===== src/rtl/envelope_sequencer_pkg.sv =====
// Shared definitions for the ADSR envelope sequencer: stage encoding and
// amplitude range helpers.
package envelope_sequencer_pkg;

    localparam int AMPLITUDE_BITS_DEFAULT = 8;
    localparam int RATE_BITS_DEFAULT      = 16;

    typedef enum logic [2:0] {
        ST_IDLE    = 3'd0,
        ST_ATTACK  = 3'd1,
        ST_DECAY   = 3'd2,
        ST_SUSTAIN = 3'd3,
        ST_RELEASE = 3'd4
    } env_state_e;

    function automatic int amplitude_max(input int bits);
        return (1 << bits) - 1;
    endfunction

    localparam int AMPLITUDE_MAX = amplitude_max(AMPLITUDE_BITS_DEFAULT);

endpackage


===== src/rtl/envelope_sequencer_rate_prescaler.sv =====
// Tick prescaler: emits a step on the tick where the count equals rate.
// A rate of 0 steps on every tick. Reusable for LFO/vibrato rate generation.
module rate_prescaler #(
    parameter int WIDTH = 16
) (
    input  logic             clk,
    input  logic             rst,
    input  logic             tick,
    input  logic [WIDTH-1:0] rate,
    input  logic             clear,
    output logic             step
);

    localparam logic [WIDTH-1:0] CNT_ONE = WIDTH'(1);

    logic [WIDTH-1:0] cnt_q;
    logic [WIDTH-1:0] cnt_d;

    assign step = tick && (cnt_q == rate);

    always_comb begin
        cnt_d = cnt_q;
        if (clear) begin
            cnt_d = '0;
        end else if (tick) begin
            cnt_d = step ? '0 : cnt_q + CNT_ONE;
        end
    end

    always_ff @(posedge clk or posedge rst) begin
        if (rst) begin
            cnt_q <= '0;
        end else begin
            cnt_q <= cnt_d;
        end
    end

endmodule


===== src/rtl/envelope_sequencer.sv =====
// Per-voice ADSR envelope: steps the amplitude through attack, decay,
// sustain and release at tick-based rates; all outputs registered.
module envelope_sequencer
    import envelope_sequencer_pkg::*;
#(
    parameter int AMPLITUDE_BITS = AMPLITUDE_BITS_DEFAULT,
    parameter int RATE_BITS      = RATE_BITS_DEFAULT
) (
    input  logic                      clk,
    input  logic                      rst,
    input  logic                      tick,
    input  logic                      note_on,
    input  logic                      note_off,
    input  logic [RATE_BITS-1:0]      attack_rate,
    input  logic [RATE_BITS-1:0]      decay_rate,
    input  logic [AMPLITUDE_BITS-1:0] sustain_level,
    input  logic [RATE_BITS-1:0]      release_rate,
    output logic [AMPLITUDE_BITS-1:0] amplitude,
    output logic                      active,
    output logic [2:0]                stage
);

    localparam logic [AMPLITUDE_BITS-1:0] AMP_MAX =
        AMPLITUDE_BITS'(amplitude_max(AMPLITUDE_BITS));
    localparam logic [AMPLITUDE_BITS-1:0] AMP_NEAR_MAX =
        AMPLITUDE_BITS'(amplitude_max(AMPLITUDE_BITS) - 1);
    localparam logic [AMPLITUDE_BITS-1:0] AMP_ONE = AMPLITUDE_BITS'(1);

    env_state_e                state_q;
    env_state_e                state_d;
    logic [AMPLITUDE_BITS-1:0] amp_q;
    logic [AMPLITUDE_BITS-1:0] amp_d;
    logic                      active_q;
    logic                      active_d;
    logic [RATE_BITS-1:0]      rate_sel;
    logic                      step;
    logic                      clear;
    logic                      release_ok;

    assign release_ok = note_off &&
        (state_q == ST_ATTACK || state_q == ST_DECAY || state_q == ST_SUSTAIN);

    always_comb begin
        rate_sel = '0;
        case (state_q)
            ST_ATTACK:  rate_sel = attack_rate;
            ST_DECAY:   rate_sel = decay_rate;
            ST_RELEASE: rate_sel = release_rate;
            default:    rate_sel = '0;
        endcase
    end

    rate_prescaler #(
        .WIDTH (RATE_BITS)
    ) u_prescaler (
        .clk   (clk),
        .rst   (rst),
        .tick  (tick),
        .rate  (rate_sel),
        .clear (clear),
        .step  (step)
    );

    always_ff @(posedge clk or posedge rst) begin
        if (rst) begin
            state_q  <= ST_IDLE;
            amp_q    <= '0;
            active_q <= 1'b0;
        end else begin
            state_q  <= state_d;
            amp_q    <= amp_d;
            active_q <= active_d;
        end
    end

    // Note events take priority over any pending stage progression.
    always_comb begin
        state_d = state_q;
        if (note_on) begin
            state_d = ST_ATTACK;
        end else if (release_ok) begin
            state_d = ST_RELEASE;
        end else begin
            case (state_q)
                ST_IDLE:    state_d = ST_IDLE;
                ST_ATTACK:  if (step && amp_q >= AMP_NEAR_MAX) state_d = ST_DECAY;
                ST_DECAY:   if (amp_q <= sustain_level) state_d = ST_SUSTAIN;
                ST_SUSTAIN: state_d = ST_SUSTAIN;
                ST_RELEASE: if (amp_q == '0) state_d = ST_IDLE;
                default:    state_d = ST_IDLE;
            endcase
        end
    end

    always_comb begin
        amp_d = amp_q;
        case (state_q)
            ST_IDLE:    amp_d = '0;
            ST_ATTACK:  if (step) amp_d = (amp_q == AMP_MAX) ? AMP_MAX : amp_q + AMP_ONE;
            ST_DECAY: begin
                if (amp_q <= sustain_level) begin
                    amp_d = sustain_level;
                end else if (step) begin
                    amp_d = amp_q - AMP_ONE;
                end
            end
            ST_SUSTAIN: amp_d = sustain_level;
            ST_RELEASE: if (step && amp_q != '0) amp_d = amp_q - AMP_ONE;
            default:    amp_d = '0;
        endcase
        // A note event discards any coincident step; amplitude carries over.
        if (note_on || release_ok) begin
            amp_d = amp_q;
        end
        active_d = (state_d != ST_IDLE);
        clear    = note_on || release_ok || (state_d != state_q);
    end

    assign amplitude = amp_q;
    assign active    = active_q;
    assign stage     = state_q;

endmodule


===== config.mk =====
export PLATFORM = sky130hd
export DESIGN_NAME = envelope_sequencer
export DESIGN_NICKNAME = d
export VERILOG_FILES = /design/src/rtl/envelope_sequencer_pkg.sv /design/src/rtl/envelope_sequencer_rate_prescaler.sv /design/src/rtl/envelope_sequencer.sv
export SDC_FILE = /design/constraint.sdc
export NUM_CORES = 1
export LEC_CHECK = 0
export CAP_MARGIN = 20
export CORE_MARGIN = 2
export CORE_UTILIZATION = 45
export CTS_CLUSTER_DIAMETER = 30
export CTS_CLUSTER_SIZE = 16
export DETAILED_ROUTE_END_ITERATION = 12
export PLACE_DENSITY = 0.88
export SLEW_MARGIN = 5
export SYNTH_ARGS = -nofsm -noshare
export SYNTH_HDL_FRONTEND = slang
export SYNTH_SLANG_ARGS = --single-unit

===== constraint.sdc =====
create_clock -name clk -period 2.85 [get_ports clk]
set_input_delay 0.57 -clock clk [delete_from_list [all_inputs] [get_ports clk]]
set_output_delay 0.57 -clock clk [all_outputs]
set_load 0.02 [all_outputs]

==> summary.txt <==
number of vias per cell - 6.516
Area contributors post-synth - dfrtp_1, nor4bb_1, or4bb_1, ha_1, nand4_1
Worst EP required - 3.01 ns
Syn Area/Cell - 8.106 µm²
Slew Limit Headroom - 55.97%
Pre-antenna DRT Iters - 8
# fillers - 524
largest area contributor in the netlist - dfrtp_1
critical path endpoint category - flop
nets - 558
final worst slack - -0.04390 ns
Initial DRC Count - 260
Post-synth ARST share - 100.0%
I/O pin count - 73
register area - 704.4 µm²
overall power - 1.957 mW
Port Buffer Count - 72
Post-Synthesis Cells - 378
final worst-path cycle share - 101.5%
top cell type's share of synthesized area - 22.87%
antenna cells - 0
clk_lat worst skew - 0.28 ns
Hold Worst Slack - 0.5851 ns
flop-to-flop setup slack - 0.07 ns
Max Cap Viol - 0
via count - 3675
cell row count - 30
post-layout util - 67.13%
WP data arrival - 3.05 ns
Critical R2R Launch - stage[2]
Max Fclk - 345.6 MHz
Num Clock Sinks - 28
worst reg2reg path depth - 10
largest net degree at the start of global routing - 33
Synth Cell Area - 0.003064 mm²
number of flops mapped to enable cells by yosys - 0
status - finished with violations
Detail Placement HPWL - 7.956 mm
final number of setup-violating endpoints - 1
Final TNS setup - -0.04390 ns
Die Y - 86.52 µm
Post-DP Area - 0.004220 mm²
Power Density - 436.4 mW/mm²
Seq cells post-synth - 28
H-tree Lvls - 1
Fin. Hold Viols - 0
Peak VDD IR - 0.3729 mV
most frequent cells in the layout - clkdlybuf4s50_1, buf_4, nor4bb_1, dfrtp_1, nor2_1
Post-synth top flop - dfrtp_1
ANT nets after route - 0
failing checks - negative setup slack
FF-to-FF End - amplitude[6]
first-pass GRT wire length - 16.33 mm
design area - 0.004486 mm²
Final Max Tran Viols - 0
CTS tree - done
hold path startpoint - u_prescaler.cnt_q[1]
vias in the first global route - 3496
number of remaining DRC errors - 0
post-DR wirelength/cell - 18.63 µm
WHS Path Cells - 2
HP Class - reg2reg
clock root buffer master - clkbuf_8
Area Overhead vs Synth - 46.39%
gr ovfl total - 0
syn_nets - 451
DRT Wirelength - 10.51 mm
total die area - 0.007486 mm²
Final Critical Period - 2.894 ns
Crit Path Category - in2reg
static leakage - 1.801 nW
GPL Wtd Cong - 1.039
clk_skew - 0.006319 ns
initial antenna violation count - 0
worst slew pin tran - 0.6516 ns
synth unique cells - 54
Synth Warn # - 0
CTS max path bufs - 2
layout cell share with drive strength beyond 1 - 20.66%
Worst Setup Start Kind - input pin
Initial Utilization - 45.86%
CP max FO - 7
core footprint - 0.006681 mm²
Worst-path clk slew - 0.09 ns
hold_buf cts - 0
CTS Buf Count - 3
gr usage total - 27.25%
Worst Hold Path EP - u_prescaler.cnt_q[1]
sequential-to-total area share from yosys stat - 22.87%
most common cell after layout, fill and taps aside - clkdlybuf4s50_1
multi-input gate area in the final layout - 0.002333 mm²
Die W - 86.52 µm
-- sequential cells by signal (all words and copies together), names as in the netlist --
signal	flops
active	1
amplitude	8
stage	3
u_prescaler.cnt_q	16
-- cells by family (layout without fill, tap and decap cells) --
logic type / count (synthesis) / count (layout) / synth area share, %
simple gates: 194 / 194 / 42.92
compound gates: 80 / 80 / 18.09
buf+inv: 47 / 153 / 6.165
flops: 28 / 28 / 22.87
xor+xnor: 16 / 16 / 4.573
fa+ha+maj: 12 / 12 / 4.900
mux: 1 / 1 / 0.4899
-- final cells by class --
cell class,instances,area share [%]
Clock buffer,4,1.227
Inverter,20,1.674
Multi-Input combinational cell,303,52.02
Sequential cell,28,15.70
Tap cell,80,2.232
Timing Repair Buffer,129,27.14
-- synth_stat cells (all sizes together) (2+ instances only) --
library cell / instances
nor4bb: 30
dfrtp: 28
nor2: 23
clkbuf: 22
nand4: 22
nand2: 21
nand3: 21
inv: 20
or4bb: 16
o21ai: 13
a21oi: 12
ha: 12
nor3: 11
nor4: 11
nor2b: 9
xnor2: 9
a31oi: 8
xor2: 7
a211oi: 6
and3: 6
o211ai: 6
o22ai: 6
o31a: 6
a31o: 5
buf: 5
o31ai: 5
a21o: 4
and2: 4
and4: 4
or4: 4
nand2b: 3
or3: 3
nand4bb: 2
-- worst max path at each step --
stage / from / to / slack, ns / cells after the start
after floorplan: stage[0] / amplitude[1] / 0.04 / 8
after global placement: release_rate[10] / active / -0.39 / 8
after detailed placement: release_rate[10] / active / -0.51 / 8
after CTS: stage[1] / amplitude[1] / 0.01 / 7
after global routing: decay_rate[7] / amplitude[6] / -0.1 / 10
final: sustain_level[2] / amplitude[3] / -0.04 / 11
-- metal layers --
layer | global-route usage [%] | up-vias | routed length [µm]
met3 | 3.714 | 44 | 880
met4 | 9.659 | 0 | 377
met2 | 48.04 | 198 | 5157
met5 | 0 | - | 0
met1 | 33.93 | 1749 | 4090
li1 | - | 1684 | -
-- power breakdown --
part,leakage (nW),switching (mW),internal (mW)
sequential,0.359,0.0565,0.445
clock,0.0288,0.131,0.124
combinational,1.41,0.628,0.573
total,1.80,0.815,1.14
-- metrics by stage --
step	setup slack (ns)	instances
after global routing	-0.09688	564
after global placement	-0.3937	556
after floorplan	0.03913	378
after detailed placement	-0.5133	556
after CTS	0.01410	561
final	-0.04390	564
-- repair_timing --
item                                    in CTS  in global routing
pin swaps                                   11                 14
gates cloned                                 0                  0
buffers inserted                             1                  3
endpoints found under the setup margin      24                 22
resized for setup                           11                 30
-- critical path, stage by stage --
cell and delay (ns):
clkdlybuf4s50_1 0.52, inv_1 0.09, ha_4 0.28, nand3_4 0.08, o21bai_4 0.18, a2111o_1 0.41, buf_4 0.16, and3_4 0.21
and2_1 0.17, a311oi_2 0.26, o21ai_1 0.12
Note: power is estimated with default switching activity, not from simulation.
